<file path="config.mk">
export PLATFORM = sky130hd
export DESIGN_NAME = binary_bbox_tracker
export DESIGN_NICKNAME = d
export VERILOG_FILES = /design/src/rtl/bbox_pkg.sv /design/src/rtl/bbox_accum.sv /design/src/rtl/binary_bbox_tracker.sv
export SDC_FILE = /design/constraint.sdc
export NUM_CORES = 1
export LEC_CHECK = 0
export ABC_AREA = 1
export BUFFER_PORTS_ARGS = -buffer_cell sky130_fd_sc_hd__buf_4
export CORE_UTILIZATION = 40
export DETAILED_ROUTE_END_ITERATION = 7
export PLACE_DENSITY = 0.72
export SLEW_MARGIN = 20
export SYNTH_ARGS = -nofsm -noshare
export SYNTH_HDL_FRONTEND = slang
export SYNTH_SLANG_ARGS = --single-unit
export TNS_END_PERCENT = 30
</file>
<file path="constraint.sdc">
create_clock -name clk -period 2.6 [get_ports clk]
set_input_delay 0 -clock clk [delete_from_list [all_inputs] [get_ports clk]]
set_output_delay 0 -clock clk [all_outputs]
set_load 0.01 [all_outputs]
</file>
<file path="src/rtl/bbox_pkg.sv">
// Shared widths, FSM state type and bounding-box record for the binary bbox tracker.
package bbox_pkg;

  localparam int unsigned XW_DEF   = 12;
  localparam int unsigned YW_DEF   = 12;
  localparam int unsigned CNTW_DEF = 22;

  typedef enum logic [0:0] {
    IDLE  = 1'b0,
    ACCUM = 1'b1
  } state_e;

  typedef struct packed {
    logic [XW_DEF-1:0]   xmin;
    logic [XW_DEF-1:0]   xmax;
    logic [YW_DEF-1:0]   ymin;
    logic [YW_DEF-1:0]   ymax;
    logic [CNTW_DEF-1:0] count;
  } bbox_t;

endpackage

</file>
<file path="src/rtl/bbox_accum.sv">
// Min/max x,y and saturating foreground-count accumulator with clear, seed and enable.
module bbox_accum
  import bbox_pkg::*;
#(
  parameter int unsigned XW   = XW_DEF,
  parameter int unsigned YW   = YW_DEF,
  parameter int unsigned CNTW = CNTW_DEF
) (
  input  logic            clk,
  input  logic            rst_n,
  input  logic            clear,
  input  logic            seed,
  input  logic            en,
  input  logic [XW-1:0]   x,
  input  logic [YW-1:0]   y,
  output logic [XW-1:0]   xmin,
  output logic [XW-1:0]   xmax,
  output logic [YW-1:0]   ymin,
  output logic [YW-1:0]   ymax,
  output logic [CNTW-1:0] count
);

  logic [XW-1:0]   xmin_q, xmin_d, xmax_q, xmax_d;
  logic [YW-1:0]   ymin_q, ymin_d, ymax_q, ymax_d;
  logic [CNTW-1:0] count_q, count_d;

  always_comb begin
    xmin_d  = xmin_q;
    xmax_d  = xmax_q;
    ymin_d  = ymin_q;
    ymax_d  = ymax_q;
    count_d = count_q;
    if (clear) begin
      // Seeding lets a pixel coincident with the frame edge open the new frame.
      if (seed) begin
        xmin_d  = x;
        xmax_d  = x;
        ymin_d  = y;
        ymax_d  = y;
        count_d = CNTW'(1);
      end else begin
        xmin_d  = '1;
        xmax_d  = '0;
        ymin_d  = '1;
        ymax_d  = '0;
        count_d = '0;
      end
    end else if (en) begin
      if (x < xmin_q) xmin_d = x;
      if (x > xmax_q) xmax_d = x;
      if (y < ymin_q) ymin_d = y;
      if (y > ymax_q) ymax_d = y;
      if (count_q != '1) count_d = count_q + CNTW'(1);
    end
  end

  always_ff @(posedge clk or negedge rst_n) begin
    if (!rst_n) begin
      xmin_q  <= '1;
      xmax_q  <= '0;
      ymin_q  <= '1;
      ymax_q  <= '0;
      count_q <= '0;
    end else begin
      xmin_q  <= xmin_d;
      xmax_q  <= xmax_d;
      ymin_q  <= ymin_d;
      ymax_q  <= ymax_d;
      count_q <= count_d;
    end
  end

  assign xmin  = xmin_q;
  assign xmax  = xmax_q;
  assign ymin  = ymin_q;
  assign ymax  = ymax_q;
  assign count = count_q;

endmodule

</file>
<file path="src/rtl/binary_bbox_tracker.sv">
// Per-frame foreground bounding box tracker with a 1-clk video pass-through.
// Define BBOX_OVERLAY_EN to outline the published box on o_data in BOX_COLOR.
module binary_bbox_tracker
  import bbox_pkg::*;
#(
  parameter int unsigned XW         = XW_DEF,
  parameter int unsigned YW         = YW_DEF,
  parameter int unsigned CNTW       = CNTW_DEF,
  parameter int unsigned MIN_PIXELS = 16,
`ifdef BBOX_OVERLAY_EN
  parameter logic [23:0] BOX_COLOR  = 24'hFF0000,
`endif
  parameter logic        VS_POL     = 1'b1
) (
  input  logic            clk,
  input  logic            rst_n,
  input  logic            i_hs,
  input  logic            i_vs,
  input  logic            i_de,
  input  logic [XW-1:0]   i_x,
  input  logic [YW-1:0]   i_y,
  input  logic            i_flag,
  input  logic [23:0]     i_data,
  output logic            o_hs,
  output logic            o_vs,
  output logic            o_de,
  output logic [XW-1:0]   o_x,
  output logic [YW-1:0]   o_y,
  output logic [23:0]     o_data,
  output logic            box_valid,
  output logic [XW-1:0]   box_xmin,
  output logic [XW-1:0]   box_xmax,
  output logic [YW-1:0]   box_ymin,
  output logic [YW-1:0]   box_ymax,
  output logic [CNTW-1:0] pix_count,
  output logic            frame_done
);

  state_e          state_q, state_d;
  logic            vs_d1_q, vs_edge, pixel_hit;
  logic            acc_clear, acc_seed, acc_en, publish;
  logic [XW-1:0]   acc_xmin, acc_xmax;
  logic [YW-1:0]   acc_ymin, acc_ymax;
  logic [CNTW-1:0] acc_count;
  logic [23:0]     o_data_d;

  assign vs_edge   = (i_vs == VS_POL) && (vs_d1_q != VS_POL);
  assign pixel_hit = i_de && i_flag;

  always_comb begin
    state_d   = state_q;
    acc_clear = 1'b0;
    acc_seed  = 1'b0;
    acc_en    = 1'b0;
    publish   = 1'b0;
    case (state_q)
      IDLE: begin
        if (vs_edge) begin
          acc_clear = 1'b1;
          state_d   = ACCUM;
        end
      end
      ACCUM: begin
        if (vs_edge) begin
          publish   = 1'b1;
          acc_clear = 1'b1;
          acc_seed  = pixel_hit;
        end else begin
          acc_en = pixel_hit;
        end
      end
      default: state_d = IDLE;
    endcase
  end

  bbox_accum #(
    .XW   (XW),
    .YW   (YW),
    .CNTW (CNTW)
  ) u_accum (
    .clk   (clk),
    .rst_n (rst_n),
    .clear (acc_clear),
    .seed  (acc_seed),
    .en    (acc_en),
    .x     (i_x),
    .y     (i_y),
    .xmin  (acc_xmin),
    .xmax  (acc_xmax),
    .ymin  (acc_ymin),
    .ymax  (acc_ymax),
    .count (acc_count)
  );

`ifdef BBOX_OVERLAY_EN
  logic in_xr, in_yr, on_col, on_row;
  always_comb begin
    in_xr    = (i_x >= box_xmin) && (i_x <= box_xmax);
    in_yr    = (i_y >= box_ymin) && (i_y <= box_ymax);
    on_col   = ((i_x == box_xmin) || (i_x == box_xmax)) && in_yr;
    on_row   = ((i_y == box_ymin) || (i_y == box_ymax)) && in_xr;
    o_data_d = (box_valid && i_de && (on_col || on_row)) ? BOX_COLOR : i_data;
  end
`else
  always_comb begin
    o_data_d = i_data;
  end
`endif

  always_ff @(posedge clk or negedge rst_n) begin
    if (!rst_n) begin
      state_q    <= IDLE;
      vs_d1_q    <= ~VS_POL;
      o_hs       <= 1'b0;
      o_vs       <= 1'b0;
      o_de       <= 1'b0;
      o_x        <= '0;
      o_y        <= '0;
      o_data     <= '0;
      box_valid  <= 1'b0;
      box_xmin   <= '0;
      box_xmax   <= '0;
      box_ymin   <= '0;
      box_ymax   <= '0;
      pix_count  <= '0;
      frame_done <= 1'b0;
    end else begin
      state_q    <= state_d;
      vs_d1_q    <= i_vs;
      o_hs       <= i_hs;
      o_vs       <= i_vs;
      o_de       <= i_de;
      o_x        <= i_x;
      o_y        <= i_y;
      o_data     <= o_data_d;
      frame_done <= publish;
      if (publish) begin
        box_valid <= (acc_count >= CNTW'(MIN_PIXELS));
        box_xmin  <= acc_xmin;
        box_xmax  <= acc_xmax;
        box_ymin  <= acc_ymin;
        box_ymax  <= acc_ymax;
        pix_count <= acc_count;
      end
    end
  end

endmodule

</file>
==> results of run 1 <==
[flip-flops by register name (all words and copies together), names as in the netlist, 12 cells and up]
register       cells
box_xmax          12
box_xmin          12
box_ymax          12
box_ymin          12
o_data            24
o_x               12
o_y               12
pix_count         22
u_accum.count     22
u_accum.xmax      12
u_accum.xmin      12
u_accum.ymax      12
u_accum.ymin      12
[critical path, delay by kind of cell (launching register included)]
kind,cells,cell delay (ps)
AOI/OAI and AO/OA,1,170
DFF,1,530
and+or+nand+nor,7,850
buffers and inverters,2,130
adders and majority gates,1,300
[synthesized netlist by cell type]
master,number
a21o_1,2
a21oi_1,15
buf_1,4
buf_2,12
buf_4,2
buf_6,1
clkbuf_1,20
dfrtp_1,170
dfstp_2,24
ha_1,48
inv_1,129
inv_2,2
nand2_1,326
nand2_2,3
nand2_4,1
nand3_1,78
nand3_2,1
nand3_4,1
nand4_1,12
nor2_1,69
nor2_2,2
nor2_4,3
nor3_1,5
o211ai_1,1
o21a_1,1
o21ai_0,93
o21ai_1,7
o21ai_2,8
or2_2,1
xor2_1,5
[metrics by stage]
step | cell area [sq um] | hold slack, ps | setup slack (ps) | cells | total power (W)
global route | 11800 | 63.4 | 408 | 1565 | 0.00876
floorplan | 8960 | -296 | 858 | 1046 | 0.00476
detailed placement | 10600 | 52.0 | 547 | 1481 | 0.00560
global placement | 10600 | 49.7 | 571 | 1481 | 0.00554
CTS | 11800 | 28.2 | 541 | 1565 | 0.00835
finish | 11800 | 46.3 | 551 | 1565 | 0.00824
[power breakdown]
part	switching [W]	total (W)	internal, W	leakage (nW)
Sequential	0.000247	0.00374	0.00349	2.39
Combinational	0.00103	0.00185	0.000822	3.36
Clock	0.00128	0.00265	0.00137	0.291
Total	0.00256	0.00824	0.00569	6.04
[layout make-up]
| class | count | area (sq um) | area share |
|---|---|---|---|
| Tap cell | 280 | 350 | 0.0298 |
| Timing Repair Buffer | 246 | 2020 | 0.172 |
| Sequential cell | 194 | 4880 | 0.416 |
| Inverter | 131 | 493 | 0.0419 |
| Clock buffer | 17 | 425 | 0.0362 |
| Clock inverter | 15 | 175 | 0.0149 |
| Multi-Input combinational cell | 682 | 3400 | 0.290 |
[worst max path at each step]
| stage | to | start | depth (start not counted) | slack (ps) |
|---|---|---|---|---|
| floorplan | u_accum.xmin[10] | u_accum.xmin[11] | 11 | 860 |
| global placement | u_accum.xmin[5] | u_accum.xmin[11] | 11 | 570 |
| detailed placement | u_accum.xmin[5] | u_accum.xmin[11] | 11 | 550 |
| CTS | u_accum.xmin[5] | u_accum.xmin[11] | 11 | 540 |
| global route | u_accum.xmin[5] | u_accum.xmin[11] | 11 | 410 |
| finish | u_accum.xmin[5] | u_accum.xmin[11] | 11 | 550 |
[kinds of logic (layout without fill, tap and decap cells)]
family          Yosys count  in the layout  synth area share
simple gates            502            502             0.233
flops                   194            194             0.545
xor+xnor                  5              5           0.00489
buf+inv                 170            409            0.0746
fa+ha+maj                48             48            0.0671
compound gates          127            127            0.0754
[routing by layer]
metal / share of wire / GRT usage / vias to the layer above / wire length [um]
li1: - / - / 3757 / -
met1: 0.45 / 0.265 / 3576 / 10100
met2: 0.49 / 0.339 / 191 / 10900
met3: 0.038 / 0.0275 / 28 / 854
met4: 0.021 / 0.0787 / 0 / 459
met5: 0 / 0 / - / 0
==> impl_metrics.json, run 1 <==
{
  "outcome": "finished, final reports clean",
  "coreArea_sq_mm": 0.0219,
  "p_per_area_mw_per_mm2": 701,
  "die_h_um": 152,
  "worstSetupStartpointType": "register",
  "timing.rr.end": "u_accum.xmin[5]",
  "syn_inst": 1046,
  "syn_area_sq_mm": 0.00896,
  "syn_area_per_cell_sq_um": 8.56,
  "grt_max_degree": 89,
  "finalCritPeriodShare": 0.788,
  "synth_fp_nets": 1148,
  "crit_chain": "inv_1 -> ha_1 -> nand2_1 -> inv_1 -> nand3_1 -> a21oi_1 -> nor2_1 -> nand2_1 -> nand2_1 -> nand2_1 -> nand2_1",
  "relSlewSlack": 0.429,
  "hold_depth": 5,
  "die_x_um": 152,
  "finalHoldViolCount": 0,
  "remaining_drc_errors": 0,
  "wl_per_cell_um": 14.2,
  "cts-root-buf": "clkbuf_16",
  "clk_latency_ps": 440,
  "layout_commonest_cell": "nand2_1",
  "cts_buffers": 17,
  "reg2reg_slack_ps": 550,
  "synthToLayoutAreaGrowth_pct": 31.2,
  "min_path_type": "in2reg",
  "dp.final_hpwl_um": 15600,
  "critPathSlowestCell": "dfstp_2",
  "postCtsSetupRepairBufs": 0,
  "globalplace.congestion": 0.881,
  "rsz0062_at_grt": "false",
  "finalCriticalPeriod_ps": 2050,
  "die_area_sq_mm": 0.0230,
  "clock_sinks": 194,
  "end_kind": "register",
  "cts.path.max_buffers": 2,
  "ios": 177,
  "drt_iter0_markers": 487,
  "fillers": 2013,
  "grt_pass1_wl_um": 36100,
  "seq_area_frac_synth": 0.545,
  "rows": 54,
  "final_cell_mix": "326 x nand2_1, 190 x buf_4, 170 x dfrtp_1",
  "io_buffer_count": 176,
  "track_usage": 0.202,
  "nets": 1374,
  "initial_utilization": 0.409,
  "yosysUniqueCellTypes": 30,
  "grt_remaining_overflow": 0,
  "vias": 7552,
  "fmaxAchievable_mhz": 488,
  "path_max_fanout": 12,
  "crit_type": "reg2reg",
  "ir_worst_vdd_mv": 0.387,
  "r2r_cells": 11,
  "yosys-top-cells-area": "dfrtp_1 47%, nand2_1 14%, dfstp_2 7.0%, ha_1 6.7%, inv_1 5.4%",
  "htreeDepth": 4,
  "cap_violations": 0,
  "grt_antenna_before_repair": 0,
  "drtAntennaViolNets": 0,
  "slowest_delay_ps": 530,
  "p_leak_nw": 6.04,
  "hold_end": "u_accum.count[5]",
  "firstDrtPassIters": 5,
  "drive_gt1_frac": 0.213,
  "vias_per_cell": 4.83,
  "ys_ff_latch": 194,
  "cts_hold_buf": 52,
  "diodes": 0,
  "yosysWarnings": 0,
  "fin_util": 0.537,
  "r2r-start": "u_accum.xmin[11]",
  "clk_pin_slew_ps": 70,
  "postCtsResizedCells": 0,
  "fin_skew_ps": 13.1,
  "crit_top_cell": "nand2_1",
  "setup_violations": 0,
  "arrival_ps": 2410,
  "yosys.area.top_type_share": 0.475,
  "worstMarginPinSlew_ps": 856,
  "worstPathRequired_ps": 2960,
  "slew_violations": 0,
  "grt_pass1_vias": 7288,
  "drt-total-wl_um": 22300,
  "fin_tns_setup_ps": 0,
  "yosys.area.top_type": "dfrtp_1",
  "worstHoldStart": "i_flag",
  "tritoncts": "built"
}
Power figures use the tool's default switching activity.
==> run 2, diff against run 1 <==
==> constraint.sdc (replaced) <==
create_clock -name clk -period 1.9 [get_ports clk]
set_input_delay 0 -clock clk [delete_from_list [all_inputs] [get_ports clk]]
set_output_delay 0 -clock clk [all_outputs]
set_load 0.01 [all_outputs]
==> run 2 against run 1 <==
  * Utilization grew 1.2 points
  * Largest power group unchanged
  * Wire length up 4.8%
  * Highest routed layer unchanged
  * Clock skew grew 4.3 ps
==> impl_metrics.json, run 2 (same netlist as run 1, synthesis figures left out) <==
{
  "drt_iter0_markers": 452,
  "fin_util": 0.549,
  "grt_pass1_wl_um": 37300,
  "internal_power_w": 0.00823,
  "cts_buffers": 17,
  "finalCritPeriodShare": 0.945,
  "remaining_drc_errors": 0,
  "fillers": 1958,
  "arrival_ps": 2160,
  "crit_chain": "inv_1 -> ha_1 -> a21oi_1 -> nand3_1 -> nor2_1 -> nand2_2 -> buf_4 -> nand3_1 -> nand2_1",
  "coreArea_sq_mm": 0.0219,
  "critPathCapture": "u_accum.ymin[3]",
  "grt_antenna_before_repair": 0,
  "vias": 7635,
  "grt_pass1_vias": 7602,
  "p_leak_nw": 6.15,
  "r2r_cells": 9,
  "clock_sinks": 194,
  "reg2reg_slack_ps": 100,
  "seqPwrFrac": 0.434,
  "p_sw_w": 0.00355,
  "nets": 1387,
  "critPathSlowestCell": "dfstp_2",
  "track_usage": 0.209,
  "worstPathRequired_ps": 2260,
  "fmaxAchievable_mhz": 557,
  "htreeDepth": 4,
  "finalCriticalPeriod_ps": 1800,
  "grt_max_degree": 60,
  "swShare": 0.301,
  "grt_remaining_overflow": 0,
  "die_x_um": 152,
  "synthToLayoutAreaGrowth_pct": 34.3,
  "timing.rr.end": "u_accum.ymin[3]",
  "slew_violations": 0,
  "crit_type": "reg2reg",
  "largest_register": "o_data",
  "diodes": 0,
  "largest_reg_flops": 24,
  "pwr-share-comb": 0.228,
  "clkPwrFrac": 0.337,
  "rows": 54,
  "relSlewSlack": 0.630,
  "post-place-ws_ps": -46.1,
  "die_h_um": 152,
  "dp.final_hpwl_um": 16300,
  "io_buffer_count": 176,
  "rsz0062_at_grt": "true",
  "initial_utilization": 0.409,
  "firstDrtPassIters": 5,
  "drtAntennaViolNets": 0,
  "die_area_sq_mm": 0.0230,
  "outcome": "finished, final reports clean",
  "crit_top_cell": "nand3_1",
  "clk_pin_slew_ps": 70,
  "setup_violations": 0,
  "drt-total-wl_um": 23300,
  "final_cell_mix": "319 x nand2_1, 195 x buf_4, 170 x dfrtp_1",
  "setup_ws_ps": 105,
  "cap_violations": 0,
  "wl_per_cell_um": 14.8,
  "worstMarginPinSlew_ps": 555,
  "ir_worst_vdd_mv": 0.543,
  "layout_commonest_cell": "nand2_1",
  "fin_skew_ps": 17.3,
  "finalHoldViolCount": 0,
  "cts.path.max_buffers": 2,
  "p_per_area_mw_per_mm2": 980,
  "drive_gt1_frac": 0.231,
  "fin_tns_setup_ps": 0,
  "ios": 177,
  "crit_start": "u_accum.ymin[11]",
  "min_path_type": "in2async",
  "slowest_delay_ps": 540,
  "worstSetupStartpointType": "register",
  "path_max_fanout": 6,
  "clk_latency_ps": 430,
  "cts-root-buf": "clkbuf_16",
  "power_w": 0.0118,
  "vias_per_cell": 4.84,
  "r2r-start": "u_accum.ymin[11]",
  "end_kind": "register",
  "tritoncts": "built",
  "globalplace.congestion": 0.926
}
-- run 2: changes by cell type in the layout (fill, tap and decap cells not counted), sizes merged --
| cell | delta |
|---|---|
| clkbuf | +1 |
| clkinv | -4 |
| bufinv | +3 |
| buf | +13 |
-- run 2: worst max-delay path, delay by kind of cell (launching register included) --
kind	cells	cell delay, ps
and+or+nand+nor	5	500
adders and majority gates	1	290
AOI/OAI and AO/OA	1	170
buffers and inverters	2	240
DFF	1	540
-- run 2: routing by layer --
metal  wire [um]  GRT usage  vias up
met5           0          0        -
li1            -          -     3782
met3         960     0.0329       31
met2       11600      0.363      212
met1       10400      0.264     3610
met4         403     0.0693        0
-- run 2: worst min-delay path by stage --
stage	end	slack [ps]	cells past startpoint	from
floorplan	box_valid	-300	0	rst_n
global placement	o_data[17]	30	1	rst_n
detailed placement	o_data[15]	30	1	rst_n
CTS	u_accum.count[0]	100	5	i_flag
global route	u_accum.count[0]	130	5	i_flag
finish	o_data[15]	90	2	rst_n
-- run 2: final cells by class --
type	instances	area [sq um]	share of cell area
flip-flops and latches	194	4880	0.406
multi-input cells	682	3470	0.289
repair buffers	259	2170	0.181
inverters	131	493	0.0410
clock buffers	18	429	0.0357
well taps	280	350	0.0291
clock inverters	14	221	0.0184
-- run 2: repair_timing --
action,CTS,global route
cloned,0,2
gates resized for setup,3,25
pin swaps,0,3
setup endpoints to repair,42,70
hold buffers,52,0
setup buffers,0,2
hold endpoints to repair,218,0
-- run 2: power by group through the flow --
stage / Sequential, W / Clock, W / Combinational, W
global route: 0.00519 / 0.00419 / 0.00306
detailed placement: 0.00520 / 0 / 0.00253
floorplan: 0.00528 / 0 / 0.00124
global placement: 0.00518 / 0 / 0.00244
finish: 0.00512 / 0.00397 / 0.00269
CTS: 0.00512 / 0.00405 / 0.00265
-- run 2: through the flow --
stage	hold slack, ps	instances	instance area (sq um)
floorplan	-296	1046	8960
global placement	30.7	1490	10700
detailed placement	31.3	1490	10700
CTS	102	1574	11900
global route	135	1578	12000
finish	88.9	1578	12000
